File: src/rtl/instr_fetch.sv
// Fetch stage: walks the program counter through ROM and collects an opcode plus up to
// two extension words, then presents the whole instruction to the decoder.
module instr_fetch #(
    parameter logic [15:0] RESET_PC = 16'h0000
) (
    input  logic        clk,
    input  logic        rst,
    input  logic [15:0] MDB_out,
    input  logic        instr_ready,
    input  logic        branch_en,
    input  logic [15:0] branch_target,
    output logic [15:0] MAB_out,
    output logic        fetch_en,
    output logic [15:0] pc_out,
    output logic [15:0] instr_pc,
    output logic [15:0] IR,
    output logic [15:0] ext_src,
    output logic [15:0] ext_dst,
    output logic [1:0]  n_ext,
    output logic        illegal,
    output logic        instr_valid
);

    typedef enum logic [1:0] {
        S_OP   = 2'd0,
        S_SRC  = 2'd1,
        S_DST  = 2'd2,
        S_HOLD = 2'd3
    } state_t;

    state_t      state_q, state_d;
    logic [15:0] pc_q, pc_d;
    logic [15:0] ir_q, ir_d;
    logic [15:0] ext_src_q, ext_src_d;
    logic [15:0] ext_dst_q, ext_dst_d;
    logic [15:0] instr_pc_q, instr_pc_d;
    logic [1:0]  n_ext_q, n_ext_d;
    logic        illegal_q, illegal_d;
    logic        instr_valid_q, instr_valid_d;
    logic        need_dst_q, need_dst_d;
    logic        dec_src, dec_dst, dec_ill;

    // R2 with As=10/11 and R3 with any As are constant generators and take no word
    function automatic logic src_word(input logic [1:0] as_m, input logic [3:0] rs);
        return (as_m == 2'b01 && rs != 4'd3) || (as_m == 2'b11 && rs == 4'd0);
    endfunction

    // Returns {illegal, need_src, need_dst}
    function automatic logic [2:0] decode_op(input logic [15:0] w);
        logic ns, nd, ill;
        ns  = 1'b0;
        nd  = 1'b0;
        ill = 1'b0;
        if (w[15:12] >= 4'd4) begin
            ns = src_word(w[5:4], w[11:8]);
            nd = w[7];
        end else if (w[15:10] == 6'b000100) begin
            ns  = src_word(w[5:4], w[3:0]);
            ill = (w[9:7] == 3'b111);
        end else if (w[15:13] != 3'b001) begin
            ill = 1'b1;
        end
        return {ill, ns, nd};
    endfunction

    assign {dec_ill, dec_src, dec_dst} = decode_op(MDB_out);

    always_ff @(posedge clk) begin
        if (rst) begin
            state_q <= S_OP;
        end else begin
            state_q <= state_d;
        end
    end

    always_comb begin
        state_d = state_q;
        case (state_q)
            S_OP: begin
                if (dec_src)      state_d = S_SRC;
                else if (dec_dst) state_d = S_DST;
                else              state_d = S_HOLD;
            end
            S_SRC:   state_d = need_dst_q ? S_DST : S_HOLD;
            S_DST:   state_d = S_HOLD;
            S_HOLD:  if (instr_ready) state_d = S_OP;
            default: state_d = S_OP;
        endcase
        if (branch_en) state_d = S_OP;
    end

    always_comb begin
        fetch_en      = (state_q != S_HOLD);
        pc_d          = pc_q;
        ir_d          = ir_q;
        ext_src_d     = ext_src_q;
        ext_dst_d     = ext_dst_q;
        instr_pc_d    = instr_pc_q;
        n_ext_d       = n_ext_q;
        illegal_d     = illegal_q;
        need_dst_d    = need_dst_q;
        instr_valid_d = (state_d == S_HOLD);
        if (branch_en) begin
            // the word on MDB this cycle is dropped and the pointer reloaded instead
            pc_d = branch_target & 16'hFFFE;
        end else if (fetch_en) begin
            pc_d = pc_q + 16'd2;
            case (state_q)
                S_OP: begin
                    ir_d       = MDB_out;
                    instr_pc_d = pc_q;
                    ext_src_d  = 16'h0000;
                    ext_dst_d  = 16'h0000;
                    n_ext_d    = {1'b0, dec_src} + {1'b0, dec_dst};
                    illegal_d  = dec_ill;
                    need_dst_d = dec_dst;
                end
                S_SRC:   ext_src_d = MDB_out;
                S_DST:   ext_dst_d = MDB_out;
                default: ;
            endcase
        end
    end

    always_ff @(posedge clk) begin
        if (rst) begin
            pc_q          <= RESET_PC & 16'hFFFE;
            ir_q          <= 16'h0000;
            ext_src_q     <= 16'h0000;
            ext_dst_q     <= 16'h0000;
            instr_pc_q    <= 16'h0000;
            n_ext_q       <= 2'd0;
            illegal_q     <= 1'b0;
            instr_valid_q <= 1'b0;
            need_dst_q    <= 1'b0;
        end else begin
            pc_q          <= pc_d;
            ir_q          <= ir_d;
            ext_src_q     <= ext_src_d;
            ext_dst_q     <= ext_dst_d;
            instr_pc_q    <= instr_pc_d;
            n_ext_q       <= n_ext_d;
            illegal_q     <= illegal_d;
            instr_valid_q <= instr_valid_d;
            need_dst_q    <= need_dst_d;
        end
    end

    assign MAB_out     = pc_q;
    assign pc_out      = pc_q;
    assign instr_pc    = instr_pc_q;
    assign IR          = ir_q;
    assign ext_src     = ext_src_q;
    assign ext_dst     = ext_dst_q;
    assign n_ext       = n_ext_q;
    assign illegal     = illegal_q;
    assign instr_valid = instr_valid_q;

endmodule
File: config.mk
export PLATFORM = sky130hd
export DESIGN_NAME = instr_fetch
export DESIGN_NICKNAME = d
export VERILOG_FILES = /design/src/rtl/instr_fetch.sv
export SDC_FILE = /design/constraint.sdc
export NUM_CORES = 1
export LEC_CHECK = 0
export BUFFER_PORTS_ARGS = -buffer_cell sky130_fd_sc_hd__clkbuf_2
export CAP_MARGIN = 20
export CORE_MARGIN = 2
export CORE_UTILIZATION = 52
export CTS_CLUSTER_DIAMETER = 40
export DETAILED_ROUTE_END_ITERATION = 7
export GPL_ROUTABILITY_DRIVEN = 0
export HOLD_SLACK_MARGIN = 0.03
export PLACE_DENSITY = 0.95
export SYNTH_ARGS = -nofsm -noshare
export SYNTH_HDL_FRONTEND = slang
export SYNTH_SLANG_ARGS = --single-unit
export TNS_END_PERCENT = 1
File: constraint.sdc
create_clock -name clk -period 3.3 [get_ports clk]
set_input_delay 0.165 -clock clk [delete_from_list [all_inputs] [get_ports clk]]
set_output_delay 0.165 -clock clk [all_outputs]
set_load 0.02 [all_outputs]
==> flow_summary.ini, run 1 <==
[run_status]
outcome = complete, no violations

[die]
ios = 137
start_util_pct = 54.27
die_area_um2 = 7334
dieWidth_um = 85.64
num_rows = 29
core_area_um2 = 6386
die_y_um = 85.64

[timing]
clock.fmax_ghz = 0.4892
grt_setup_unrepaired = no
finalSetupTns_ns = 0
fin_skew_ns = 0.01151
post-route-min-period_ns = 2.044
slew_headroom_pct = 33.87
finalMaxSlewViolations = 0
hold_viol_final = 0
finalSetupViolations = 0
tightest_slew_ns = 0.9884
post-route-period-util_pct = 61.94

[yosys]
async_flop_share_pct = 0
synthCells = 384
synth_ff_type = dfxtp_1
syn_avg_cell_area_um2 = 9.026
ys_seq_area_share_pct = 49.10
synthTopCellsByArea = dfxtp_1, nand2_1, a22o_1, a21oi_1, buf_4
synth_area_um2 = 3466
synth_top_cell_by_area = dfxtp_1
synth_top_area_share_pct = 49.10
synth_seq_cells = 85
synth.distinct_cells = 48
ys_warn_count = 0
synth_edf_count = 0

[global_routing]
track_usage_pct = 25.66
busiest_layer = met2
grt_max_degree = 33
use_met3_pct = 7.315
grt_overflow = 0
grt_pass1_vias = 3063
met1_usage_pct = 30.30
grt_pass1_wl_um = 14760
grt_util_met2_pct = 43.68
antenna_found_initial = 0

[worst_setup_path]
start_kind = flop
worstSetupPathType = reg -> reg
cp_common_cell = nor2_1
critPathArrivalTime_ns = 2.34
required_ns = 3.59
end_kind = flop
crit_fanout = 18
critPathSlowestCell = dfxtp_1
critPathMaxStageDelay_ns = 0.79
crit_chain = nor2_1, nor2_1, a22o_1

[detailed_routing]
drt_wl_total_um = 9376
dr_total_vias = 3272
ant_nets = 0
drc_errors = 0
drt_iter0_drc = 145
wl_per_cell_um = 16.36
avgViaCountPerCell = 5.710
drtPass1Iterations = 5

[final_layout]
diodes = 0
area_delta_synth_final_pct = 23.79
final_nets = 530
fillers = 491
layout_commonest_cell = clkbuf_2
layout_common_cells = clkbuf_2, dfxtp_1, nand2_1
drive_gt1_share_pct = 32.86
fin_cells = 573

[flow_run]
cap_viol_max_count = 0

[clocking]
cts_buffers = 9
clock_path_buffers = 2
post_cts_buffers = 0
tritoncts = done
htree_levels = 3
clock_latency_ns = 0.36
cts_resized = 0
cts_hold_buf = 0
root_buffer = clkbuf_8
clock_sinks = 85
path_clk_slew_ns = 0.09

[placed_design]
detailed_place_hpwl_um = 6603
dp.cells = 557
numPortBuffers = 132

[power_and_ir_drop]
vdd_drop_max_mv = 0.4163
total_leakage_power_nw = 1.884
p_per_area_nw_per_um2 = 551.0
p_total_mw = 2.364

[worst_hold_path]
hp-class = in -> reg
## per-layer routing
layer / part of all wire (%) / vias to the layer above
li1: - / 1550
met2: 49 / 203
met3: 10 / 20
met5: 0 / -
met1: 39 / 1499
met4: 2.2 / 0
## cell type report
cell class | instances | area (um^2) | share of cell area (%)
Tap cell | 77 | 96.34 | 2.246
Multi-Input combinational cell | 255 | 1531 | 35.70
Inverter | 3 | 11.26 | 0.2625
Timing Repair Buffer | 137 | 698.2 | 16.27
Clock inverter | 7 | 127.6 | 2.975
Sequential cell | 85 | 1702 | 39.66
Clock buffer | 9 | 123.9 | 2.887
## per-stage QoR
step / util [%] / hold WS, ns / area [um^2] / worst slack (ns)
final: 67.18 / 0.04092 / 4290 / 1.256
after floorplan: - / 0.2977 / 3473 / 1.535
after global placement: 63.24 / 0.4063 / 4039 / 1.411
after global routing: 67.18 / 0.03806 / 4290 / 1.078
after CTS: 67.18 / 0.03134 / 4290 / 1.266
after detailed placement: 63.24 / 0.4026 / 4039 / 1.274
## Yosys cell counts (2+ instances only)
cell type / number
a31oi_1: 2
a311oi_1: 6
or4_1: 4
inv_1: 2
nand3_1: 8
xor2_1: 8
nand4_1: 6
o21a_1: 3
nor3b_1: 3
o31a_1: 2
nor2_1: 22
o31ai_1: 3
a21oi_1: 36
nor4_1: 2
nand2_1: 76
a211oi_1: 7
buf_4: 18
or3_1: 3
ha_1: 3
nor2b_1: 3
dfxtp_1: 85
mux2i_1: 3
a22o_1: 28
o21ai_0: 5
clkbuf_1: 20
buf_2: 4
## sequential cells by signal (all words and copies together), names as in the netlist
signal / cells
illegal: 1
need_dst_q: 1
MAB_out: 15
ext_src: 16
ext_dst: 16
IR: 16
state_q: 2
n_ext: 2
instr_valid: 1
instr_pc: 15
## cells by family (layout without fill, tap and decap cells)
kind of cell,count (synthesis),after routing,share of synthesized area [%]
compound gates,100,100,20.51
xor+xnor,8,8,2.022
mux,3,3,0.8665
buf+inv,46,156,7.292
fa+ha+maj,3,3,1.083
other cells,1,3,0.1082
simple gates,138,138,19.03
flops,85,85,49.10
## power breakdown
group	switching (mW)	internal (mW)
combinational	0.210	0.107
clock	0.405	0.515
sequential	0.0541	1.07
## final timing paths
check | from | end | cells past startpoint | slack (ns)
max | state_q[0]$_SDFF_PP0_ | ext_dst[13]$_SDFFE_PP0P_ | 3 | 1.26
min | branch_target[1] | MAB_out[1]$_SDFFE_PP0P_ | 3 | 0.04
max reg2reg | state_q[0]$_SDFF_PP0_ | ext_dst[13]$_SDFFE_PP0P_ | 3 | 1.26
min reg2reg | instr_pc[6]$_SDFFE_PP0P_ | instr_pc[6]$_SDFFE_PP0P_ | 2 | 0.46
## critical path, delay by kind of cell, from the launching register on
| kind | cells | cell delay [ns] |
|---|---|---|
| simple gates | 2 | 0.93 |
| flops | 1 | 0.79 |
| compound gates | 1 | 0.25 |
No activity file was read; power rests on OpenSTA's default activity.
==> run 2, diff against run 1 <==
- CORE_UTILIZATION: 52 -> 48
- PLACE_DENSITY: 0.95 -> 0.89
- clock period: 3.3 -> 1.9 ns (I/O delays scaled with it)
==> run 2 against run 1 <==
The run now ends with negative setup slack left; count of clock-buffer cells in the layout stayed put; critical path depth up 5; first-iteration DRC count fell by 34%; combinational power up 110%; clock skew grew 0.0011 ns; cell area is 8.3% higher; power increased by 63%; critical endpoint is now instr_valid$_SDFF_PP0_; largest cell class unchanged; largest power group unchanged.
==> flow_summary.ini, run 2 (synthesized netlist as in run 1, its figures left out) <==
[final_layout]
register_area_um2 = 1704
fin_cells = 630
diodes = 0
layout_commonest_cell = clkbuf_2
drive_gt1_share_pct = 33.90
final_nets = 568
fillers = 572
area_delta_synth_final_pct = 34.01
fin_area_um2 = 4644
layout_common_cells = clkbuf_2, dfxtp_1, nand2_1
multi_input_area_um2 = 1548

[power_and_ir_drop]
total_leakage_power_nw = 2.037
vdd_drop_max_mv = 0.4672
p_per_area_nw_per_um2 = 827.2

[worst_setup_path]
worstSetupPathType = in -> reg
crit_fanout = 4
rr_startpoint = MAB_out[7]$_SDFFE_PP0P_
r2r_end = MAB_out[15]$_SDFFE_PP0P_
critPathSlowestCell = dlygate4sd3_1
crit_chain = dlygate4sd3_1, clkbuf_2, nor3_2, nand4_1, a2bb2oi_2, ha_1, or4_1, o32ai_1
start_kind = input port
ff2ff_setup_slack_ns = 0.12
reg2regPathDepth = 4
required_ns = 2.16
critPathArrivalTime_ns = 2.17
critPathMaxStageDelay_ns = 0.54
end_kind = flop

[die]
die_y_um = 88.98
dieWidth_um = 88.98
num_rows = 30
ios = 137
die_area_um2 = 7917
start_util_pct = 50.18
core_area_um2 = 6907

[timing]
finalMaxSlewViolations = 0
post-route-period-util_pct = 100.2
clock.fmax_ghz = 0.5252
fin_skew_ns = 0.01265
setup_slack_ns = -0.003981
slew_headroom_pct = 34.57
post-route-min-period_ns = 1.904
finalSetupViolations = 1
grt_setup_unrepaired = yes
hold_viol_final = 0
tightest_slew_ns = 0.9778

[clocking]
clock_sinks = 85
tritoncts = done
path_clk_slew_ns = 0.09
clock_latency_ns = 0.35
root_buffer = clkbuf_8
clock_path_buffers = 2
htree_levels = 3
cts_buffers = 9

[detailed_routing]
drc_errors = 0
wl_per_cell_um = 16.29
dr_total_vias = 3452
drt_iter0_drc = 95
drt_wl_total_um = 10260
drtPass1Iterations = 4
avgViaCountPerCell = 5.479
ant_nets = 0

[worst_hold_path]
holdPathStages = 3
holdPathEnd = MAB_out[7]$_SDFFE_PP0P_
hp-class = in -> reg
hold_start = branch_target[7]

[global_routing]
grt_pass1_vias = 3355
antenna_found_initial = 0
grt_pass1_wl_um = 15850
grt_overflow = 0
track_usage_pct = 26.16
grt_max_degree = 37

[flow_run]
cap_viol_max_count = 0

[placed_design]
dp.cells = 590
numPortBuffers = 132
placed_area_um2 = 4180
pre_cts_slack_ns = 0.1254
detailed_place_hpwl_um = 6980

[run_status]
violations = negative setup slack
outcome = finished with violations
[run 2: changes by cell type in the layout (fill, tap and decap cells not counted), moves of 2 or more]
cell           previous run  this run
clkbuf_2                132       130
bufinv_16                 3         0
dlygate4sd3_1             0        25
dfxtp_2                   0         2
dfxtp_1                  85        83
clkinv_4                  1         3
buf_4                     5        19
[run 2: through the flow]
stage               utilization [%]   TNS [ns]  hold slack (ns)  total power [mW]
finish                        67.25  -0.003981          0.04551             3.842
global placement              60.53          0           0.3338             2.566
detailed placement            60.53          0           0.3350             2.587
CTS                           67.01          0          0.03119             3.855
global route                  67.25    -0.1013          0.06270             4.010
floorplan                         -          0           0.2277             2.357
[run 2: worst max-delay path by stage]
stage,start,endpoint,depth (start not counted)
floorplan,MAB_out[5]$_SDFFE_PP0P_,MAB_out[15]$_SDFFE_PP0P_,4
global placement,MDB_out[0],instr_valid$_SDFF_PP0_,6
detailed placement,MAB_out[5]$_SDFFE_PP0P_,MAB_out[15]$_SDFFE_PP0P_,4
CTS,MDB_out[2],instr_valid$_SDFF_PP0_,7
global route,MDB_out[13],instr_valid$_SDFF_PP0_,8
finish,MDB_out[13],instr_valid$_SDFF_PP0_,8
[run 2: final cells by class]
class | instances | area share [%]
flip-flops and latches | 85 | 36.69
repair buffers | 175 | 22.90
clock buffers | 9 | 2.667
clock inverters | 7 | 1.589
multi-input cells | 255 | 33.32
inverters | 3 | 0.2425
well taps | 96 | 2.586
[run 2: report_power, final]
group | total [mW] | internal (mW) | switching [mW]
sequential | 1.94 | 1.86 | 0.0731
clock | 1.25 | 0.516 | 0.730
combinational | 0.660 | 0.249 | 0.411
[run 2: repair_timing]
item	4_1_cts	5_1_grt
hold buffers	25	0
endpoints found under the hold margin	35	0
setup endpoints to repair	0	2
gates resized for setup	0	5
setup buffers	0	1
[run 2: critical path: cells and delay by family]
| kind | cells | cell delay [ns] |
|---|---|---|
| buffers and inverters | 2 | 0.69 |
| AO/OA/AOI/OAI | 2 | 0.31 |
| AND/OR/NAND/NOR | 3 | 0.88 |
| adder cells (fa/ha/maj) | 1 | 0.20 |
[run 2: metal layers]
layer | track usage [%] | vias to the layer above | part of all wire (%)
met5 | 0 | - | 0
met4 | 10.99 | 0 | 2.7
met3 | 6.648 | 25 | 8.7
met2 | 46.88 | 190 | 51
met1 | 29.53 | 1606 | 37
li1 | - | 1631 | -
==> run 3, diff against run 2 <==
- SKIP_LAST_GASP: not set -> 1
==> run 3 against run 2 <==
Utilization did not move; final cell count unchanged; setup slack gained 0.0048 ns; critical endpoint unchanged; largest power group unchanged; the flow now finishes without violations.
==> flow_summary.ini, run 3 (synthesized netlist as in run 1, its figures left out) <==
[detailed_routing]
drt_wl_total_um = 10270
ant_nets = 0
avgViaCountPerCell = 5.502
dr_total_vias = 3466
drc_errors = 0
drtPass1Iterations = 5
drt_iter0_drc = 87
wl_per_cell_um = 16.31

[global_routing]
track_usage_pct = 26.16
grt_overflow = 0
grt_max_degree = 37
grt_pass1_wl_um = 15850
antenna_found_initial = 0
grt_pass1_vias = 3355

[final_layout]
fillers = 572
layout_commonest_cell = clkbuf_2
area_delta_synth_final_pct = 34.01
diodes = 0
layout_common_cells = clkbuf_2, dfxtp_1, nand2_1
fin_util_pct = 67.25
drive_gt1_share_pct = 33.90
final_nets = 568
fin_area_um2 = 4644

[timing]
grt_setup_unrepaired = yes
finalMaxSlewViolations = 0
post-route-min-period_ns = 1.899
hold_viol_final = 0
tightest_slew_ns = 0.9924
clock.fmax_ghz = 0.5265
finalSetupViolations = 0
slew_headroom_pct = 33.59
holdWs_ns = 0.04975
fin_skew_ns = 0.01133
finalSetupTns_ns = 0
post-route-period-util_pct = 99.96

[run_status]
outcome = complete, no violations

[worst_setup_path]
crit_fanout = 4
critical_path_buf_inv_count = 2
crit_chain = dlygate4sd3_1, clkbuf_2, nor3_2, nand4_1, a2bb2oi_2, ha_1, or4_1, o32ai_1
ff2ff_setup_slack_ns = 0.12
end_kind = flop
required_ns = 2.16
crit_family = simple AND/OR/NAND/NOR gates
critPathArrivalTime_ns = 2.16
worstSetupPathType = in -> reg
critPathMaxStageDelay_ns = 0.53
critPathSlowestCell = dlygate4sd3_1
start_kind = input port
rr_startpoint = MAB_out[7]$_SDFFE_PP0P_
worstSetupStartpoint = MDB_out[13]

[placed_design]
detailed_place_hpwl_um = 6980
placed_area_um2 = 4180
numPortBuffers = 132

[die]
num_rows = 30
die_area_um2 = 7917
ios = 137
dieWidth_um = 88.98
core_area_um2 = 6907
start_util_pct = 50.18
die_y_um = 88.98

[power_and_ir_drop]
pwr-share-seq_pct = 50.4
internal_power_mw = 2.628
clock_power_share_pct = 32.4
comb_power_share_pct = 17.2
total_leakage_power_nw = 2.037
vdd_drop_max_mv = 0.4614
p_sw_mw = 1.215
p_sw_share_pct = 31.62
p_per_area_nw_per_um2 = 827.4

[clocking]
cts_buffers = 9
path_clk_slew_ns = 0.09
root_buffer = clkbuf_8
clock_path_buffers = 2
clock_latency_ns = 0.36
clock_sinks = 85
htree_levels = 3
tritoncts = done

[flow_run]
cap_viol_max_count = 0

[worst_hold_path]
hp-class = in -> reg
hold_start = branch_target[7]
-- run 3: repair_timing --
item                                    in CTS  in global routing
hold endpoints to repair                    35                  0
endpoints found under the setup margin       0                  2
hold buffers                                25                  0
buffers inserted                             0                  1
resized for setup                            0                  5
-- run 3: through the flow --
stage               setup WS (ns)  power, mW  cells
floorplan                  0.1349      2.357    386
global placement           0.1925      2.566    590
detailed placement         0.1254      2.587    590
CTS                       0.01493      3.855    631
global route              -0.1013      4.010    630
finish                  0.0007969      3.843    630
-- run 3: layout make-up --
type                            instances  area, um^2  area share [%]
Inverter                                3       11.26          0.2425
Multi-Input combinational cell        255        1548           33.32
Tap cell                               96       120.1           2.586
Clock buffer                            9       123.9           2.667
Sequential cell                        85        1704           36.69
Timing Repair Buffer                  175        1064           22.90
Clock inverter                          7       73.82           1.589
-- run 3: final timing paths --
check	end	depth (start not counted)
min reg2reg	instr_pc[6]$_SDFFE_PP0P_	2
max reg2reg	MAB_out[15]$_SDFFE_PP0P_	4
max	instr_valid$_SDFF_PP0_	8
min	MAB_out[7]$_SDFFE_PP0P_	3
-- run 3: routing by layer --
metal	GRT usage, %	vias to the layer above	wire length, um
met4	10.99	0	320
li1	-	1628	-
met1	29.53	1627	3914
met2	46.88	184	5181
met3	6.648	27	857
met5	0	-	0
-- run 3: worst min-delay path, cell delays in order --
cell and delay (ns):
clkbuf_2 0.08, nor2_1 0.11, a211oi_1 0.07
-- run 3: power by group through the flow --
stage          clock network (mW)  logic [mW]  registers (mW)
2_1_floorplan                   0       0.299            2.06
3_3_place_gp                    0       0.596            1.97
3_5_place_dp                    0       0.612            1.98
4_1_cts                      1.27       0.654            1.93
5_1_grt                      1.35       0.714            1.95
6_report                     1.25       0.660            1.94
